`config.mk`:
```
export PLATFORM = sky130hd
export DESIGN_NAME = piso_register_flat
export DESIGN_NICKNAME = d
export VERILOG_FILES = /design/src/rtl/piso_register_if.sv /design/src/rtl/piso_register.sv /design/src/flat_wrapper.sv
export SDC_FILE = /design/constraint.sdc
export NUM_CORES = 1
export LEC_CHECK = 0
export CAP_MARGIN = 20
export CELL_PAD_IN_SITES_DETAIL_PLACEMENT = 1
export CELL_PAD_IN_SITES_GLOBAL_PLACEMENT = 1
export CORE_MARGIN = 5
export CORE_UTILIZATION = 36
export CTS_CLUSTER_DIAMETER = 100
export DETAILED_ROUTE_END_ITERATION = 10
export PLACE_DENSITY_LB_ADDON = 0.1
export SYNTH_ARGS = -nofsm -noshare
export SYNTH_HDL_FRONTEND = slang
export SYNTH_SLANG_ARGS = --single-unit
```
`constraint.sdc`:
```
create_clock -name clk -period 1.45 [get_ports clk]
set_input_delay 0.435 -clock clk [delete_from_list [all_inputs] [get_ports clk]]
set_output_delay 0.435 -clock clk [all_outputs]
set_load 0.02 [all_outputs]
```
`src/rtl/piso_register_if.sv`:
```
// Handshake/bus bundle for the parallel-in/serial-out unload register.
// The master loads words and consumes the serial stream; the slave is the register.
interface piso_register_if #(
    parameter int WIDTH = 8
);
    logic             enable;
    logic [WIDTH-1:0] data;
    logic [WIDTH-1:0] out;
    logic             busy;
    logic             sout;
    logic             sout_valid;
    logic             sout_ready;
    logic             done;

    modport master (
        output enable,
        output data,
        output sout_ready,
        input  out,
        input  busy,
        input  sout,
        input  sout_valid,
        input  done
    );

    modport slave (
        input  enable,
        input  data,
        input  sout_ready,
        output out,
        output busy,
        output sout,
        output sout_valid,
        output done
    );
endinterface

```
`src/rtl/piso_register.sv`:
```
// Parallel-in/serial-out unload register: captures a word on enable while idle,
// then streams it MSB-first, one bit per valid/ready handshake, ending with a done pulse.
module piso_register #(
    parameter int WIDTH = 8
) (
    input  logic                 clk,
    input  logic                 rst_n,
    piso_register_if.slave       bus
);
    localparam int CNT_W = $clog2(WIDTH + 1);

    localparam logic [1:0] ST_IDLE  = 2'd0;
    localparam logic [1:0] ST_SHIFT = 2'd1;
    localparam logic [1:0] ST_DONE  = 2'd2;

    logic [1:0]       state_q, state_d;
    logic [WIDTH-1:0] shreg_q, shreg_d;
    logic [WIDTH-1:0] out_q,   out_d;
    logic [CNT_W-1:0] cnt_q,   cnt_d;

    always_comb begin
        state_d = state_q;
        shreg_d = shreg_q;
        out_d   = out_q;
        cnt_d   = cnt_q;
        case (state_q)
            ST_IDLE: begin
                // An unknown enable falls to the else branch, so only a clean 1 loads.
                if (bus.enable) begin
                    shreg_d = bus.data;
                    out_d   = bus.data;
                    cnt_d   = CNT_W'(WIDTH);
                    state_d = ST_SHIFT;
                end
            end
            ST_SHIFT: begin
                // sout_valid is implied by this state, so ready alone completes a transfer.
                if (bus.sout_ready) begin
                    shreg_d = {shreg_q[WIDTH-2:0], 1'b0};
                    cnt_d   = cnt_q - CNT_W'(1);
                    if (cnt_q == CNT_W'(1)) begin
                        state_d = ST_DONE;
                    end
                end
            end
            ST_DONE: begin
                state_d = ST_IDLE;
            end
            default: begin
                state_d = ST_IDLE;
            end
        endcase
    end

    always_ff @(posedge clk or negedge rst_n) begin
        if (!rst_n) begin
            state_q <= ST_IDLE;
            shreg_q <= '0;
            out_q   <= '0;
            cnt_q   <= '0;
        end else begin
            state_q <= state_d;
            shreg_q <= shreg_d;
            out_q   <= out_d;
            cnt_q   <= cnt_d;
        end
    end

    // Every output comes straight from a flop or a state decode.
    assign bus.out        = out_q;
    assign bus.busy       = (state_q != ST_IDLE);
    assign bus.sout_valid = (state_q == ST_SHIFT);
    assign bus.done       = (state_q == ST_DONE);
    assign bus.sout       = shreg_q[WIDTH-1];

endmodule

```
`src/flat_wrapper.sv`:
```
// flat-port wrapper written by rule: the top's interface ports become plain ports
module piso_register_flat 
#(
    parameter int WIDTH = 8
)
  (clk, rst_n, bus_enable, bus_data, bus_sout_ready, bus_out, bus_busy, bus_sout, bus_sout_valid, bus_done);
  piso_register_if #(.WIDTH(WIDTH)) bus_i ();
  input  logic clk;
  input  logic rst_n;
  input wire logic [$bits(bus_i.enable)-1:0] bus_enable;
  input wire logic [$bits(bus_i.data)-1:0] bus_data;
  input wire logic [$bits(bus_i.sout_ready)-1:0] bus_sout_ready;
  output wire logic [$bits(bus_i.out)-1:0] bus_out;
  output wire logic [$bits(bus_i.busy)-1:0] bus_busy;
  output wire logic [$bits(bus_i.sout)-1:0] bus_sout;
  output wire logic [$bits(bus_i.sout_valid)-1:0] bus_sout_valid;
  output wire logic [$bits(bus_i.done)-1:0] bus_done;
  assign bus_i.enable = bus_enable;
  assign bus_i.data = bus_data;
  assign bus_i.sout_ready = bus_sout_ready;
  assign bus_out = bus_i.out;
  assign bus_busy = bus_i.busy;
  assign bus_sout = bus_i.sout;
  assign bus_sout_valid = bus_i.sout_valid;
  assign bus_done = bus_i.done;
  piso_register #(.WIDTH(WIDTH)) u_core (.clk(clk), .rst_n(rst_n), .bus(bus_i));
endmodule
```
==> out/metrics.yaml <==
synth:
  synth_edf_count: 0
  async_reset_ff_share_pct: 100
  netlist_top_cells_area: "dfrtp_1 (51%), mux2_4 (19%), mux2_2 (7.3%)"
  ys.flop_type: "dfrtp_1"
  syn-instance-count: 75
  ys_seq_area_share_pct: 50.8
  syn-num-nets: 89
  synthMostInstantiatedCell: "dfrtp_1"
  synth_area_um2: 1080
  synth_warnings: 0
  synth_area_per_cell_um2: 14.4
  synth_top_area_share_pct: 50.8
  yosys.area.top_type: "dfrtp_1"
  yosys-top-cells-count: "dfrtp_1 (22), mux2_4 (14), mux2_2 (7)"
  synth_cell_types: 24
  yosys_register_bits: 22
routing:
  dr.pass1.iters: 2
  drc_errors: 0
  postRouteAntennaNets: 0
  vias: 716
  wl_per_cell_um: 16.5
  routed_wl_mm: 2.36
  drtIter0Drc: 8
  vias_per_cell: 5.01
clocking:
  numCtsBuffers: 3
  clkLatencyLatePin_ns: 0.32
  ctsLongestPathBuffers: 2
  clockRootBuffer: "clkbuf_4"
  htree_num_levels: 1
  cts_num_sinks: 22
  tritoncts: "built"
  cts.clk_slew.worst_paths_ns: 0.12
global_route:
  grt_pass1_vias: 791
  grt_pass1_wl_mm: 3.95
  grt_max_degree: 23
  antenna_found_initial: 0
  groute.usage.overall_pct: 12.4
  grt-ovfl-total: 0
sta:
  slew_violations: 0
  relSlewSlack_pct: 83.6
  setup-tns-final_ns: -1.31
  skew_ns: 0.00679
  max_freq_mhz: 635
  rsz0062_at_grt: "yes"
  tightest_slew_ns: 0.245
  fin_crit_sh_pct: 109
  finalWorstSetupSlack_ns: -0.125
  hold_viol: 0
  setup_viol: 18
  min_period_ns: 1.58
finish:
  area_growth_syn_to_layout_pct: 37.2
  final_layout_size_suffix_gt1_share_pct: 50.0
  diodes: 0
  design_area_um2: 1490
  fillers: 308
  fin_util_pct: 49.9
  nNetsFinal: 125
worst_hold_path:
  min_path_type: "in -> async"
setup_path:
  crit_path_end_kind: "output pin"
  cp.arrival_ns: 1.14
  critPathKind: "reg -> out"
  cp.required_ns: 1.02
  setup.worst_path.start_class: "flip-flop"
  critPathMaxFanout: 3
floorplan:
  ios: 24
  num_rows: 20
  die_h_um: 64.9
  start_util_pct: 36.4
  core_region_area_um2: 2980
  dieArea_um2: 4210
  die_w_um: 64.9
place:
  dp_slack_ns: -0.373
  dp_hpwl_mm: 1.74
  gp_congestion: 0.684
  post_dp_cell_area_um2: 1420
  numPortBuffers: 23
pwr:
  p_leak_uw: 0.000700
  power_density_nw_per_um2: 2040
  peakVddDrop_mv: 0.868
  power_uw: 3040
run:
  max_cap_viol_count: 0
run_status:
  failed_checks: "negative setup slack"
  status: "finished, violations left"
[power breakdown]
part	total, uW	switching (uW)	internal [uW]
Sequential	1100	201	896
Clock	345	191	154
Combinational	1600	674	923
[sequential cells by signal (all words and copies together), names as in the netlist]
| signal | flops |
|---|---|
| u_core.bus.out | 8 |
| u_core.shreg_q | 8 |
| u_core.cnt_q | 4 |
| u_core.state_q | 2 |
[placed cells by master, fill, tap and decap left out, types with 2 or more instances in the layout]
cell             netlist  routed
buf_4                  0       7
mux2_4                14      14
dfrtp_1               22      22
mux2_2                 7       7
buf_6                  3       6
clkdlybuf4s50_1        0      11
nor2_1                 2       2
o21ai_0                4       3
nand2_1                2       2
ha_1                   2       2
clkbuf_4               0       3
clkdlybuf4s15_2        0       2
clkbuf_2               0       4
buf_12                 0       2
buf_2                  1       3
inv_1                  3       3
[timing repair]
item,in CTS,in global routing
buffers inserted,1,1
pin swaps,1,0
setup endpoints to repair,26,25
endpoints found under the hold margin,0,0
resized for setup,48,10
hold buffers,0,0
[area by class of cell]
class	instances	area, um^2	area share [%]
inverters	3	11.3	0.758
repair buffers	35	328	22.1
flip-flops and latches	22	551	37.0
clock buffers	4	36.3	2.44
well taps	33	41.3	2.78
multi-input cells	46	519	34.9
[worst max-delay path, stage by stage (launching register included)]
cell and delay [ns]:
dfrtp_1 0.42, buf_6 0.13, nor2b_4 0.14, buf_6 0.13
[layer usage]
layer	vias to the layer above	routed length, um	GRT usage (%)
met3	4	101	4.16
met4	0	46	4.75
met5	-	0	0
met2	16	1190	21.3
met1	365	1020	14.1
li1	331	-	-
[logic make-up after synthesis]
family / Yosys count / synth area share, %
mux: 23 / 28.5
flops: 22 / 50.8
simple gates: 14 / 9.82
buf+inv: 7 / 4.62
compound gates: 6 / 3.12
fa+ha+maj: 2 / 2.31
xor+xnor: 1 / 0.808
[worst paths after layout]
kind / from / endpoint / slack, ns / depth (start not counted)
max: u_core.state_q[1]$_DFFE_PN0P_ / bus_sout_valid / -0.13 / 3
min: rst_n / u_core.state_q[0]$_DFFE_PN0P_ / 0.44 / 2
max reg2reg: u_core.state_q[1]$_DFFE_PN0P_ / u_core.shreg_q[2]$_DFFE_PN0P_ / -0.10 / 5
min reg2reg: u_core.cnt_q[3]$_DFFE_PN0P_ / u_core.cnt_q[3]$_DFFE_PN0P_ / 0.51 / 1
max in group asynchronous: rst_n / u_core.shreg_q[2]$_DFFE_PN0P_ / 0.86 / 2
min in group clk: u_core.cnt_q[3]$_DFFE_PN0P_ / u_core.cnt_q[3]$_DFFE_PN0P_ / 0.51 / 1
[stage by stage]
stage / hold WS [ns] / instances
after floorplan: 0.139 / 75
after global placement: 0.478 / 137
after detailed placement: 0.490 / 137
final: 0.442 / 143
after global routing: 0.440 / 143
after CTS: 0.444 / 142
No activity file was read; power rests on OpenSTA's default activity.
==> patch 1: new RTL, same settings <==
Make the reset (`rst_n`) synchronous in one clocked block.
--- a/src/rtl/piso_register.sv
+++ b/src/rtl/piso_register.sv
@@ -52,7 +52,7 @@
         endcase
     end
 
-    always_ff @(posedge clk or negedge rst_n) begin
+    always_ff @(posedge clk) begin
         if (!rst_n) begin
             state_q <= ST_IDLE;
             shreg_q <= '0;
Behaviour: differs if rst_n is asserted again (counterexample within 4 cycles, from zero or initial values and one cycle with rst_n low); with rst_n held inactive, the same outputs for 10 cycles.
==> patch 1 against the unedited design <==
- setup slack gained 0.10 ns
- cell area shrank 6.5%
- global-route usage grew 1.7 points
- the run still ends with setup timing left
- count of clock-buffer cells in the layout shrank 1
- sequential cell count is the same
- critical path depth shrank 1
- wire length grew 14%
- synthesized area shrank 9.4%
- fmax grew 7.1%
- largest cell class is now multi-input combinational cells
- first-iteration DRC count grew to 2.6 times the old value
Power is not compared: it rests on default switching activity, and its combinational part moved more than twofold at a synthesized area within 25%.
==> patch 1: results (changes against the unedited design) <==
[place]
dp_hpwl_um=1970  ; +13%
dp.cells=162  ; +18%
routabilityCongestion=0.771  ; +13%
preCtsSetupSlack_ns=-0.580  ; -0.208 ns

[critical_path]
worstReg2RegEnd=u_core.shreg_q[6]
cp_max_fo=5  ; +2
crit_end=bus_busy
r2r-start=u_core.state_q[1]
slowest_stage=dfxtp_4
critPathArrivalTime_ns=1.04  ; -0.10 ns
slowest_delay_ns=0.38  ; -0.04 ns

[timing]
finalCritPeriodShare=1.01  ; -0.0721
relSlewSlack=0.742  ; -0.0931
setup_viol=1  ; -17
clock_skew_ns=0.0118  ; +0.00501 ns
fin_ws_ns=-0.0204  ; +0.105 ns

[drt]
totalWireLength_um=2700  ; +14%
routed_via_density=5.39  ; +7.6%
top_layer=met4
drtIter0Drc=21  ; +13
routed-wl-met3_um=87  ; -14%
post_drt_wl_per_cell_um=16.1  ; -2.6%
met2WireLength_um=1430  ; +20%

[synth]
ys_types=26  ; +8.3%
async_flop_share=0  ; -1.00
yosysTopAreaCell=dfxtp_1
syn-num-nets=115  ; +29%
ys_seq_area_frac=0.448  ; -0.0597
synthTopCellsByArea=dfxtp_1 (45%), a21boi_0 (8.4%), o221a_2 (8.0%)
synthTopCellsByCount=dfxtp_1 (22), nand2_1 (18), a21boi_0 (11)

[global_routing]
met3_usage=0.0270  ; -0.0146
grtUsageTotal=0.141  ; +0.0173
grt_util_met2=0.263  ; +0.0497
grt_pass1_wl_um=4490  ; +14%
grt_pass1_vias=999  ; +26%
use_met1=0.150  ; +0.00896

[min_path]
worstHoldPathType=register to register
hold_depth=2

[cts]
cts_buffer_depth=2  ; unchanged
clkTransAtPathRegs_ns=0.12  ; about the same

[status]
status=finished, violations left
violations=setup timing

[layout]
nNetsFinal=152  ; +22%
drive_above_1_share=0.365  ; -0.135
fillCellCount=315  ; +2.3%

[power]
p_seq_frac=0.463

-- patch 1: cell count changes after synthesis, moves of 2 or more --
cell | unedited run | this run
a21boi_0 | 0 | 11
a21oi_1 | 0 | 2
clkbuf_1 | 0 | 3
dfrtp_1 | 22 | 0
dfxtp_1 | 0 | 22
mux2_2 | 7 | 0
mux2_4 | 14 | 0
nand2_1 | 2 | 18
nand2b_1 | 0 | 2
o21a_1 | 0 | 8
o221a_2 | 0 | 7
-- patch 1: layout make-up --
type / count / area, sq um / share of cell area
clock inverter: 1 / 30.0 / 0.0216
multi-input combinational: 71 / 519 / 0.374
tap: 31 / 38.8 / 0.0279
inverter: 2 / 7.51 / 0.00540
timing repair buffer: 38 / 324 / 0.233
sequential: 22 / 448 / 0.322
clock buffer: 3 / 22.5 / 0.0162
-- patch 1: cells by family (layout without fill, tap and decap cells) --
| kind of cell | after synthesis | after routing | synth area share |
|---|---|---|---|
| compound gates | 34 | 34 | 0.271 |
| simple gates | 33 | 33 | 0.181 |
| flops | 22 | 22 | 0.448 |
| buf+inv | 8 | 44 | 0.0535 |
| fa+ha+maj | 2 | 2 | 0.0255 |
| mux | 2 | 2 | 0.0204 |
-- patch 1: per-stage QoR --
stage	util	hold WS [ns]	TNS, ns	instance area (sq um)
2_1_floorplan	-	0.457	0	985
3_3_place_gp	0.491	0.452	-9.24	1320
3_5_place_dp	0.491	0.467	-10.09	1320
5_1_grt	0.517	0.505	-0.251	1390
6_report	0.517	0.472	-0.0204	1390
4_1_cts	0.512	0.486	-0.122	1380
-- patch 1: repair_timing --
| item | 4_1_cts | 5_1_grt |
|---|---|---|
| resized for setup | 38 | 31 |
| setup endpoints to repair | 29 | 26 |
| hold buffers | 0 | 0 |
| pin swaps | 0 | 4 |
| cloned | 0 | 1 |
| buffers inserted | 0 | 1 |
==> patch 2: new RTL, same flow settings <==
Made on the original files. `WIDTH` is set to 8 in 3 places; all go to 16.
--- a/src/rtl/piso_register_if.sv
+++ b/src/rtl/piso_register_if.sv
@@ -1,7 +1,7 @@
 // Handshake/bus bundle for the parallel-in/serial-out unload register.
 // The master loads words and consumes the serial stream; the slave is the register.
 interface piso_register_if #(
-    parameter int WIDTH = 8
+    parameter int WIDTH = 16
 );
     logic             enable;
     logic [WIDTH-1:0] data;
--- a/src/rtl/piso_register.sv
+++ b/src/rtl/piso_register.sv
@@ -1,7 +1,7 @@
 // Parallel-in/serial-out unload register: captures a word on enable while idle,
 // then streams it MSB-first, one bit per valid/ready handshake, ending with a done pulse.
 module piso_register #(
-    parameter int WIDTH = 8
+    parameter int WIDTH = 16
 ) (
     input  logic                 clk,
     input  logic                 rst_n,
--- a/src/flat_wrapper.sv
+++ b/src/flat_wrapper.sv
@@ -1,7 +1,7 @@
 // flat-port wrapper written by rule: the top's interface ports become plain ports
 module piso_register_flat 
 #(
-    parameter int WIDTH = 8
+    parameter int WIDTH = 16
 )
   (clk, rst_n, bus_enable, bus_data, bus_sout_ready, bus_out, bus_busy, bus_sout, bus_sout_valid, bus_done);
   piso_register_if #(.WIDTH(WIDTH)) bus_i ();
Interface: changed (resized bus_data and bus_out); port bits go from 24 to 40. The function was not compared with the original's and may differ.
==> patch 2 against the unedited design <==
- count of clock-buffer cells in the layout up 2
- highest routed layer unchanged
- power is 78% higher
- combinational power is 69% higher
- wire length is 78% higher
- utilization increased by 2.3 points
- global-route usage grew 1.5 points
- setup slack improved by 0.022 ns
- sequential cell count increased by 17
- die area rose by 59%
- cell area is 77% higher
- the flow still finishes with violations (setup timing)
- fmax up 1.4%
- synthesized area grew 71%
==> patch 2: results (changes against the unedited design) <==
[power]
leakagePower_uw=0.00123  ; +76%
ir_drop_v=0.000753  ; -13%

[critical_path]
critPathArrivalTime_ns=1.73  ; +0.59 ns
r2r-start=u_core.state_q[0]
startpoint=u_core.state_q[0]
reg2reg_depth=5  ; unchanged
slowest_delay_ns=0.45  ; +0.03 ns
crit_end=u_core.shreg_q[14]
cp_max_fo=7  ; +4
slowest_stage=dfrtp_2

[drt]
drt_first_pass_iters=3  ; +1
totalWireLength_um=4190  ; +78%
drtIter0Drc=29  ; +21
routed_via_density=4.74  ; -5.3%

[global_routing]
grt_pass1_vias=1432  ; +81%
grt_pass1_wl_um=6840  ; +73%
grtUsageTotal=0.139  ; +0.0147
grt_max_degree=40  ; +74%

[place]
dp.cells=241  ; +76%
port_buffers=39  ; +70%
routabilityCongestion=0.681  ; -0.45%
dp_hpwl_um=2920  ; +68%

[timing]
tns_ns=-1.59  ; -0.273 ns
fin_ws_ns=-0.103  ; +0.0219 ns
clock_skew_ns=0.00677  ; -0.0000223 ns
setup_viol=20  ; +2
max_slew.worst_pin.slew_ns=0.198  ; -0.0467 ns

[layout]
drive_above_1_share=0.489  ; -0.0109
stdcell_count=254  ; +78%
fillCellCount=503  ; +63%
nNetsFinal=206  ; +65%
n_antenna_cell=0  ; unchanged

[synth]
synthTopCellsByCount=dfrtp_1 (39), mux2_2 (28), mux2_4 (17)
syn-num-nets=147  ; +65%
synthTopCellsByArea=dfrtp_1 (53%), mux2_2 (17%), mux2_4 (14%)
ys_types=26  ; +8.3%
syn_inst=125  ; +67%
ys_seq_area_frac=0.526  ; +0.0179

[status]
status=finished, violations left
violations=setup timing

[cts]
clkTransAtPathRegs_ns=0.08  ; -0.04 ns
ctsHtreeMaxLevel=2  ; +1
cts_buffers=5  ; +2
cts-root-buf=clkbuf_8
insertion_delay_ns=0.29  ; -0.03 ns

[min_path]
worstHoldPathType=input port to async pin

[patch 2: logic make-up after synthesis]
kind of cell,count (synthesis),synth area share
muxes,47,0.318
DFF,39,0.526
and+or+nand+nor,18,0.0661
buffers and inverters,10,0.0472
AOI/OAI and AO/OA,8,0.0243
adders and majority gates,2,0.0135
xor gates and xnor gates,1,0.00472
[patch 2: per-stage QoR]
step	cell area [sq um]	setup slack [ns]
floorplan	1860	-0.0971
global placement	2390	-0.430
detailed placement	2390	-0.493
CTS	2550	-0.195
global route	2640	-0.155
finish	2640	-0.103
[patch 2: where the power goes]
group | internal, uW | switching (uW) | total [uW]
combinational | 1620 | 1090 | 2710
sequential | 1620 | 325 | 1940
clock | 373 | 374 | 748
total | 3610 | 1790 | 5400
[patch 2: worst min path at each step]
stage	start	endpoint	slack (ns)	depth (start not counted)
2_1_floorplan	rst_n	u_core.bus.out[0]	0.14	0
3_3_place_gp	rst_n	u_core.cnt_q[4]	0.42	2
3_5_place_dp	rst_n	u_core.cnt_q[4]	0.42	2
4_1_cts	rst_n	u_core.bus.out[0]	0.11	2
5_1_grt	rst_n	u_core.cnt_q[4]	0.11	2
6_report	rst_n	u_core.cnt_q[4]	0.09	2
[patch 2: routing by layer]
metal | vias to the layer above | GRT usage | routed length, um
met2 | 22 | 0.245 | 2250
met4 | 0 | 0.0548 | 51
li1 | 553 | - | -
met5 | - | 0 | 0
met1 | 626 | 0.159 | 1720
met3 | 4 | 0.0362 | 175
[patch 2: cell type report]
| type | count | share of cell area |
|---|---|---|
| inverters | 4 | 0.00570 |
| well taps | 70 | 0.0332 |
| clock inverters | 1 | 0.00190 |
| multi-input cells | 76 | 0.327 |
| flip-flops and latches | 39 | 0.372 |
| clock buffers | 6 | 0.0313 |
| repair buffers | 58 | 0.229 |
[patch 2: worst max-delay path: cells and delay by family, from the launching register on]
kind,cells,cell delay [ns]
simple gates,1,0.17
flops,1,0.45
mux,2,0.49
buf+inv,2,0.33
[patch 2: repair_timing]
item	CTS	global route
hold endpoints to repair	0	0
resized for setup	39	39
cloned	1	0
setup endpoints to repair	37	40
buffers inserted	4	3
pin swaps	2	7
